<file path="config.mk">
export PLATFORM = sky130hd
export DESIGN_NAME = drap_shiftr_seq_flat
export DESIGN_NICKNAME = d
export VERILOG_FILES = /design/src/rtl/drap_shiftr_seq_if.sv /design/src/rtl/drap_shiftr_seq.sv /design/src/flat_wrapper.sv
export SDC_FILE = /design/constraint.sdc
export NUM_CORES = 1
export LEC_CHECK = 0
export CORE_MARGIN = 2
export CORE_UTILIZATION = 30
export DETAILED_ROUTE_END_ITERATION = 10
export HOLD_SLACK_MARGIN = 0.12
export RECOVER_POWER = 100
export SLEW_MARGIN = 40
export SYNTH_ARGS = -nofsm -noshare
export SYNTH_HDL_FRONTEND = slang
export SYNTH_SLANG_ARGS = --single-unit
</file>
<file path="constraint.sdc">
create_clock -name clk -period 2.6 [get_ports clk]
set_clock_uncertainty 0.1 [all_clocks]
set_input_delay 0.65 -clock clk [delete_from_list [all_inputs] [get_ports clk]]
set_output_delay 0.65 -clock clk [all_outputs]
set_load 0.02 [all_outputs]
</file>
<file path="src/rtl/drap_shiftr_seq_if.sv">
// Start/done handshake bundle between the control unit and the multi-cycle right shifter.
interface drap_shiftr_seq_if #(
  parameter int unsigned WIDTH = 32,
  parameter int unsigned SHW   = 5
);
  logic             start;
  logic             arith;
  logic [WIDTH-1:0] din;
  logic [SHW-1:0]   shamt;
  logic             busy;
  logic             done;
  logic [WIDTH-1:0] dout;

  modport master (
    output start, arith, din, shamt,
    input  busy, done, dout
  );

  modport slave (
    input  start, arith, din, shamt,
    output busy, done, dout
  );
endinterface

</file>
<file path="src/rtl/drap_shiftr_seq.sv">
// Multi-cycle SRL/SRA: shifts a latched operand right one bit per clock,
// pulsing done with the result after shamt+1 cycles.
module drap_shiftr_seq #(
  parameter int unsigned WIDTH = 32,
  parameter int unsigned SHW   = 5
) (
  input logic               clk,
  input logic               rst_n,
  drap_shiftr_seq_if.slave  bus
);

  typedef enum logic {
    IDLE  = 1'b0,
    SHIFT = 1'b1
  } state_t;

  state_t           state_q, state_d;
  logic [WIDTH-1:0] sreg_q, sreg_d;
  logic [SHW-1:0]   cnt_q, cnt_d;
  logic             mode_q, mode_d;
  logic             busy_q, busy_d;
  logic             done_q, done_d;
  logic [WIDTH-1:0] dout_q, dout_d;
  logic             fill_c;

  // Sign fill comes from the current MSB, which every step preserves in SRA mode
  assign fill_c = mode_q & sreg_q[WIDTH-1];

  always_ff @(posedge clk or negedge rst_n) begin
    if (!rst_n) begin
      state_q <= IDLE;
      sreg_q  <= '0;
      cnt_q   <= '0;
      mode_q  <= 1'b0;
      busy_q  <= 1'b0;
      done_q  <= 1'b0;
      dout_q  <= '0;
    end else begin
      state_q <= state_d;
      sreg_q  <= sreg_d;
      cnt_q   <= cnt_d;
      mode_q  <= mode_d;
      busy_q  <= busy_d;
      done_q  <= done_d;
      dout_q  <= dout_d;
    end
  end

  // Next-state and next-output logic; done defaults low so it lasts one cycle
  always_comb begin
    state_d = state_q;
    sreg_d  = sreg_q;
    cnt_d   = cnt_q;
    mode_d  = mode_q;
    busy_d  = busy_q;
    done_d  = 1'b0;
    dout_d  = dout_q;
    unique case (state_q)
      IDLE: begin
        if (bus.start) begin
          sreg_d  = bus.din;
          cnt_d   = bus.shamt;
          mode_d  = bus.arith;
          busy_d  = 1'b1;
          state_d = SHIFT;
        end
      end
      SHIFT: begin
        if (cnt_q != '0) begin
          sreg_d = {fill_c, sreg_q[WIDTH-1:1]};
          cnt_d  = cnt_q - SHW'(1);
        end else begin
          dout_d  = sreg_q;
          done_d  = 1'b1;
          busy_d  = 1'b0;
          state_d = IDLE;
        end
      end
      default: state_d = IDLE;
    endcase
  end

  assign bus.busy = busy_q;
  assign bus.done = done_q;
  assign bus.dout = dout_q;

endmodule
</file>
<file path="src/flat_wrapper.sv">
// flat-port wrapper written by rule: the top's interface ports become plain ports
module drap_shiftr_seq_flat 
#(
  parameter int unsigned WIDTH = 32,
  parameter int unsigned SHW   = 5
)
  (clk, rst_n, bus_start, bus_arith, bus_din, bus_shamt, bus_busy, bus_done, bus_dout);
  drap_shiftr_seq_if #(.WIDTH(WIDTH), .SHW(SHW)) bus_i ();
  input logic clk;
  input logic rst_n;
  input wire logic [$bits(bus_i.start)-1:0] bus_start;
  input wire logic [$bits(bus_i.arith)-1:0] bus_arith;
  input wire logic [$bits(bus_i.din)-1:0] bus_din;
  input wire logic [$bits(bus_i.shamt)-1:0] bus_shamt;
  output wire logic [$bits(bus_i.busy)-1:0] bus_busy;
  output wire logic [$bits(bus_i.done)-1:0] bus_done;
  output wire logic [$bits(bus_i.dout)-1:0] bus_dout;
  assign bus_i.start = bus_start;
  assign bus_i.arith = bus_arith;
  assign bus_i.din = bus_din;
  assign bus_i.shamt = bus_shamt;
  assign bus_busy = bus_i.busy;
  assign bus_done = bus_i.done;
  assign bus_dout = bus_i.dout;
  drap_shiftr_seq #(.WIDTH(WIDTH), .SHW(SHW)) u_core (.clk(clk), .rst_n(rst_n), .bus(bus_i));
endmodule
</file>
==> impl_metrics.ini, run 1 <==
[outcome]
status = complete, no violations

[worst_setup_path]
r2r-end = u_core.cnt_q[0]$_DFFE_PN0P_
critPathArrivalTime_ns = 2.37
end_kind = flop
worstSetupPathType = in -> reg
reg2reg_depth = 6
r2r-start = u_core.cnt_q[0]$_DFFE_PN0P_
critPathRequiredTime_ns = 2.77
r2r_slack_ns = 0.50
start_kind = input port
path_max_fanout = 19

[yosys]
yosys.area_share.simple_pct = 17.33
yosys_warnings = 0
synth_compound_area_share_pct = 15.18
synth_xor_area_share_pct = 0
avgSynthCellArea_um2 = 9.847
synth_cell_types = 31
synth_nets = 366
muxShareOfSynthArea_pct = 1.686
ys_ff_latch = 73
synth_top_family_by_area = simple AND/OR/NAND/NOR gates
syn_area_mm2 = 0.003191
yosysSeqAreaShare_pct = 57.25
syn_inst = 324
synth_fa_ha_area_share_pct = 0.3922

[clock_network]
clock_path_buffers = 2
h-tree-depth = 3
cts-buffers-inserted = 9
ctsHoldBuffers = 0
clk_latency_ns = 0.34
clockRootBuffer = clkbuf_8
cts_tree = done
clk_pin_slew_ns = 0.08
cts.sinks = 73
cts_resized = 0
post_cts_buffers = 0

[job]
max_cap_violations = 0

[drt]
route.detailed.drc = 0
avgViaCountPerCell = 5.122
vias = 2725
drtAntennaViolNets = 0
wl_per_cell_um = 15.33
initialDrtViolationCount = 156
routed_wl_um = 8154
dr.pass1.iters = 4

[finish]
multiInputGateArea_mm2 = 0.001091
syn2layout_area_growth_pct = 32.39
layout_common_cells = nand3_1, dfrtp_1, clkdlybuf4s50_1
stdcell_count = 532
final_area_mm2 = 0.004224
nFillCells = 1024
layout.area.seq_mm2 = 0.001828
layout_commonest_cell = nand3_1
drive_gt1_share_pct = 7.576
num-nets-final = 433
antennaDiodeCount = 0

[pwr]
seq_power_share_pct = 41.0
switching_share_pct = 39.35
pwr-share-clk_pct = 19.2
p_switching_mw = 1.833
leakagePower_nw = 1.921
combPwrFrac_pct = 39.8
ir_worst_vdd_mv = 0.4631
power_density_mw_per_mm2 = 1102
p_int_mw = 2.824
p_total_mw = 4.657

[sta]
rsz0062_at_grt = no
finalSetupViolCount = 0
hold_violations = 0
fmax_mhz = 455.3
period_share_pct = 84.47
relSlewSlack_pct = 33.13
finalSetupTns_ns = 0
tightest_slew_ns = 1.003
final.min_clock_period_ns = 2.196
setup_ws_ns = 0.4038
drv_slew = 0

[global_route]
antenna_found_initial = 0
grt_overflow = 0
grt_max_degree = 70
grt_pass1_wl_um = 13430
track_usage_pct = 14.70
grt_pass1_vias = 2676

[placement]
dpl_cell_area_mm2 = 0.004069
gp_congestion = 0.7593
hpwl_um = 5283
numPlacedInstances = 516
dp_slack_ns = 0.3545
portBuffers = 74

[die]
die-area_mm2 = 0.01148
die_h_um = 107.1
coreArea_mm2 = 0.01032
start_util_pct = 30.91
die_w_um = 107.1
rows = 37
ioPinCount = 75

[min_path]
hold_class = in -> async
through the flow:
stage | hold slack (ns) | utilization [%]
2_1_floorplan | 0.2544 | -
3_5_place_dp | 0.3745 | 39.41
3_3_place_gp | 0.3703 | 39.41
4_1_cts | 0.1648 | 41.30
5_1_grt | 0.1678 | 40.92
6_report | 0.1498 | 40.92
cells by family after synthesis:
group / after synthesis
AO/OA/AOI/OAI: 76
adder cells (fa/ha/maj): 1
buffers and inverters: 63
flip-flops: 73
multiplexers: 5
AND/OR/NAND/NOR: 106
worst max-delay path, stage by stage:
cell and delay [ns]:
dlygate4sd3_1 0.74, nor2b_1 0.29, clkbuf_2 0.41, a22oi_1 0.17
nand3_1 0.10
registers in the layout, summed over array words and instances (netlist names):
signal and cells:
u_core.bus.busy 1, u_core.sreg_q 32, u_core.state_q 1, u_core.cnt_q 5, u_core.bus.done 1, u_core.bus.dout 32, u_core.mode_q 1
synthesized netlist by cell type:
cell type / n / area share [%]
a21oi_1: 1 / 0.16
buf_4: 3 / 0.71
o22ai_1: 1 / 0.20
nor4_1: 1 / 0.20
o31a_1: 1 / 0.27
a22oi_1: 31 / 7.3
nand3_1: 93 / 15
or4b_1: 1 / 0.31
o21ai_1: 28 / 4.4
a211oi_1: 1 / 0.24
dfrtp_1: 73 / 57
o311ai_0: 1 / 0.27
mux2i_1: 2 / 0.63
buf_1: 4 / 0.47
nor2b_1: 2 / 0.39
nor2_1: 3 / 0.35
nor4b_4: 1 / 0.75
and2_1: 1 / 0.20
nand2_1: 3 / 0.35
clkbuf_1: 11 / 1.3
inv_1: 35 / 4.1
ha_1: 1 / 0.39
o211ai_1: 1 / 0.24
o21ai_0: 6 / 0.94
o21a_1: 1 / 0.24
mux2_1: 1 / 0.35
a31oi_1: 2 / 0.39
mux2_2: 2 / 0.71
or3_1: 1 / 0.20
a32oi_1: 2 / 0.55
buf_2: 10 / 1.6
power by group through the flow:
stage / Combinational (mW) / Clock [mW] / Sequential [mW]
final: 1.85 / 0.896 / 1.91
after global placement: 1.95 / 0 / 1.94
after CTS: 2.01 / 0.925 / 1.93
after floorplan: 1.05 / 0 / 2.11
after detailed placement: 2.00 / 0 / 1.95
after global routing: 2.08 / 0.972 / 1.98
worst max path at each step:
| stage | startpoint | end | slack (ns) | depth (start not counted) |
|---|---|---|---|---|
| CTS | u_core.bus.dout[17]$_DFFE_PN0P_ | bus_dout[17] | 0.48 | 1 |
| detailed placement | bus_start | u_core.cnt_q[0]$_DFFE_PN0P_ | 0.35 | 5 |
| floorplan | u_core.cnt_q[0]$_DFFE_PN0P_ | u_core.bus.dout[31]$_DFFE_PN0P_ | 0.80 | 6 |
| finish | bus_start | u_core.sreg_q[18]$_DFFE_PN0P_ | 0.40 | 5 |
| global route | bus_start | u_core.sreg_q[22]$_DFFE_PN0P_ | 0.30 | 5 |
| global placement | bus_start | u_core.cnt_q[0]$_DFFE_PN0P_ | 0.37 | 5 |
final cells by class:
class                           count  area share, %
Clock buffer                       10          3.021
Timing Repair Buffer               84          19.14
Inverter                           35          3.110
Tap cell                          136          4.028
Multi-Input combinational cell    188          25.83
Sequential cell                    73          43.28
Clock inverter                      6          1.600
routing by layer:
layer,vias to the layer above,track usage [%],routed length (um),part of all wire [%]
met5,-,0,0,0
met3,7,3.040,415,5.1
met2,89,21.97,3824,47
met1,1349,21.14,3825,47
met4,0,5.009,88,1.1
li1,1280,-,-,-
Power figures use the tool's default switching activity.
==> inputs of run 2 (changes only) <==
clock period = 1.85 ns   (was 2.6 ns; I/O delays follow)
==> run 2 against run 1 <==
Against the previous run: sequential power increased by 43%; clock-buffer cell count unchanged; flip-flop and latch count unchanged; critical path depth increased by 1; first-iteration DRC count increased by 13%; global-route usage increased by 0.47 points; critical path type is now reg -> reg; largest power group unchanged; highest routed layer unchanged.
==> impl_metrics.ini, run 2 (synthesized netlist as in run 1, its figures left out) <==
[pwr]
power_density_mw_per_mm2 = 1522
switching_share_pct = 40.39
seq_power_share_pct = 41.9
ir_worst_vdd_mv = 0.5752
combPwrFrac_pct = 41.1
leakagePower_nw = 2.018
p_switching_mw = 2.634
p_total_mw = 6.522
pwr-share-clk_pct = 17.0
p_int_mw = 3.888

[finish]
antennaDiodeCount = 0
syn2layout_area_growth_pct = 34.31
num-nets-final = 441
nFillCells = 1029
layout_common_cells = nand3_1, dfrtp_1, clkdlybuf4s50_1
final_area_mm2 = 0.004285
drive_gt1_share_pct = 9.901
layout_commonest_cell = nand3_1

[global_route]
grt_max_degree = 74
grt_overflow = 0
grt_pass1_wl_um = 13770
antenna_found_initial = 0
grt_pass1_vias = 2709
track_usage_pct = 15.17

[clock_network]
post_cts_buffers = 0
cts.sinks = 73
cts-buffers-inserted = 9
clk_pin_slew_ns = 0.07
clock_path_buffers = 2
clockRootBuffer = clkbuf_8
clk_latency_ns = 0.33
cts_tree = done
h-tree-depth = 3

[drt]
routed_wl_um = 8206
wl_per_cell_um = 15.20
dr.pass1.iters = 4
avgViaCountPerCell = 5.009
vias = 2705
initialDrtViolationCount = 176
drtAntennaViolNets = 0
route.detailed.drc = 0

[worst_setup_path]
endpoint = u_core.sreg_q[2]$_DFFE_PN0P_
r2r-end = u_core.sreg_q[2]$_DFFE_PN0P_
worstSetupPathType = reg -> reg
r2r_slack_ns = 0.06
start_kind = flop
critPathArrivalTime_ns = 1.89
path_max_fanout = 15
r2r-start = u_core.cnt_q[1]$_DFFE_PN0P_
end_kind = flop
cp-startpoint = u_core.cnt_q[1]$_DFFE_PN0P_
reg2reg_depth = 6
critPathRequiredTime_ns = 1.96

[placement]
dpl_cell_area_mm2 = 0.004134
hpwl_um = 5443
portBuffers = 74
gp_congestion = 0.7616

[job]
max_cap_violations = 0

[die]
rows = 37
coreArea_mm2 = 0.01032
die_h_um = 107.1
start_util_pct = 30.91
die_w_um = 107.1
ioPinCount = 75
die-area_mm2 = 0.01148

[min_path]
hold_class = reg -> reg

[sta]
final.min_clock_period_ns = 1.786
relSlewSlack_pct = 72.23
period_share_pct = 96.56
finalSetupViolCount = 0
fmax_mhz = 559.8
drv_slew = 0
rsz0062_at_grt = yes
tightest_slew_ns = 0.4166
hold_violations = 0

[outcome]
status = complete, no violations
run 2: metal layers:
| layer | up-vias | routed length [um] | GRT usage [%] | share of wire (%) |
|---|---|---|---|---|
| met1 | 1340 | 3959 | 21.15 | 48 |
| met4 | 0 | 33 | 4.917 | 0.40 |
| li1 | 1304 | - | - | - |
| met5 | - | 0 | 0 | 0 |
| met2 | 59 | 3865 | 23.46 | 47 |
| met3 | 2 | 347 | 3.283 | 4.2 |
run 2: worst min path at each step:
stage,cells after the start,end,slack [ns],start
6_report,1,u_core.bus.dout[31]$_DFFE_PN0P_,0.39,u_core.bus.dout[31]$_DFFE_PN0P_
5_1_grt,1,u_core.bus.dout[31]$_DFFE_PN0P_,0.42,u_core.bus.dout[31]$_DFFE_PN0P_
4_1_cts,1,u_core.bus.dout[31]$_DFFE_PN0P_,0.40,u_core.bus.dout[31]$_DFFE_PN0P_
3_5_place_dp,1,u_core.bus.dout[31]$_DFFE_PN0P_,0.38,u_core.bus.dout[31]$_DFFE_PN0P_
3_3_place_gp,1,u_core.bus.dout[31]$_DFFE_PN0P_,0.38,u_core.bus.dout[31]$_DFFE_PN0P_
2_1_floorplan,0,u_core.bus.busy$_DFFE_PN0P_,0.07,rst_n
run 2: layout make-up:
type	count	area (um2)	area share (%)
Inverter	35	131.4	3.066
Clock inverter	6	45.04	1.051
Timing Repair Buffer	92	864.6	20.18
Multi-Input combinational cell	188	1119	26.10
Tap cell	136	170.2	3.971
Sequential cell	73	1828	42.66
Clock buffer	10	127.6	2.978
run 2: critical path, stage by stage, from the launching register on:
cell,delay (ns)
dfrtp_1,0.38
inv_1,0.08
ha_1,0.18
or4b_4,0.52
buf_4,0.22
nand3_1,0.12
nand3_1,0.08
run 2: what timing repair did:
action | CTS | global route
endpoints found under the setup margin | 41 | 24
hold buffers | 1 | 0
pin swaps | 0 | 0
resized for setup | 34 | 6
endpoints found under the hold margin | 73 | 0
run 2: power groups by stage:
stage	registers [mW]	logic, mW	clock network [mW]
floorplan	2.97	1.48	0
global placement	2.75	2.82	0
detailed placement	2.76	2.89	0
CTS	2.73	2.72	1.15
global route	2.83	2.98	1.23
finish	2.73	2.68	1.11
run 2: metrics by stage:
| stage | TNS, ns | hold slack [ns] | utilization (%) | instances | setup WS (ns) |
|---|---|---|---|---|---|
| floorplan | 0 | 0.06691 | - | 324 | 0.05024 |
| global placement | -1.057 | 0.3772 | 40.04 | 523 | -0.06001 |
| detailed placement | -1.960 | 0.3826 | 40.04 | 523 | -0.1114 |
| CTS | 0 | 0.4010 | 41.45 | 540 | 0.003298 |
| global route | -0.005086 | 0.4200 | 41.51 | 540 | -0.005086 |
| finish | 0 | 0.3944 | 41.51 | 540 | 0.06362 |
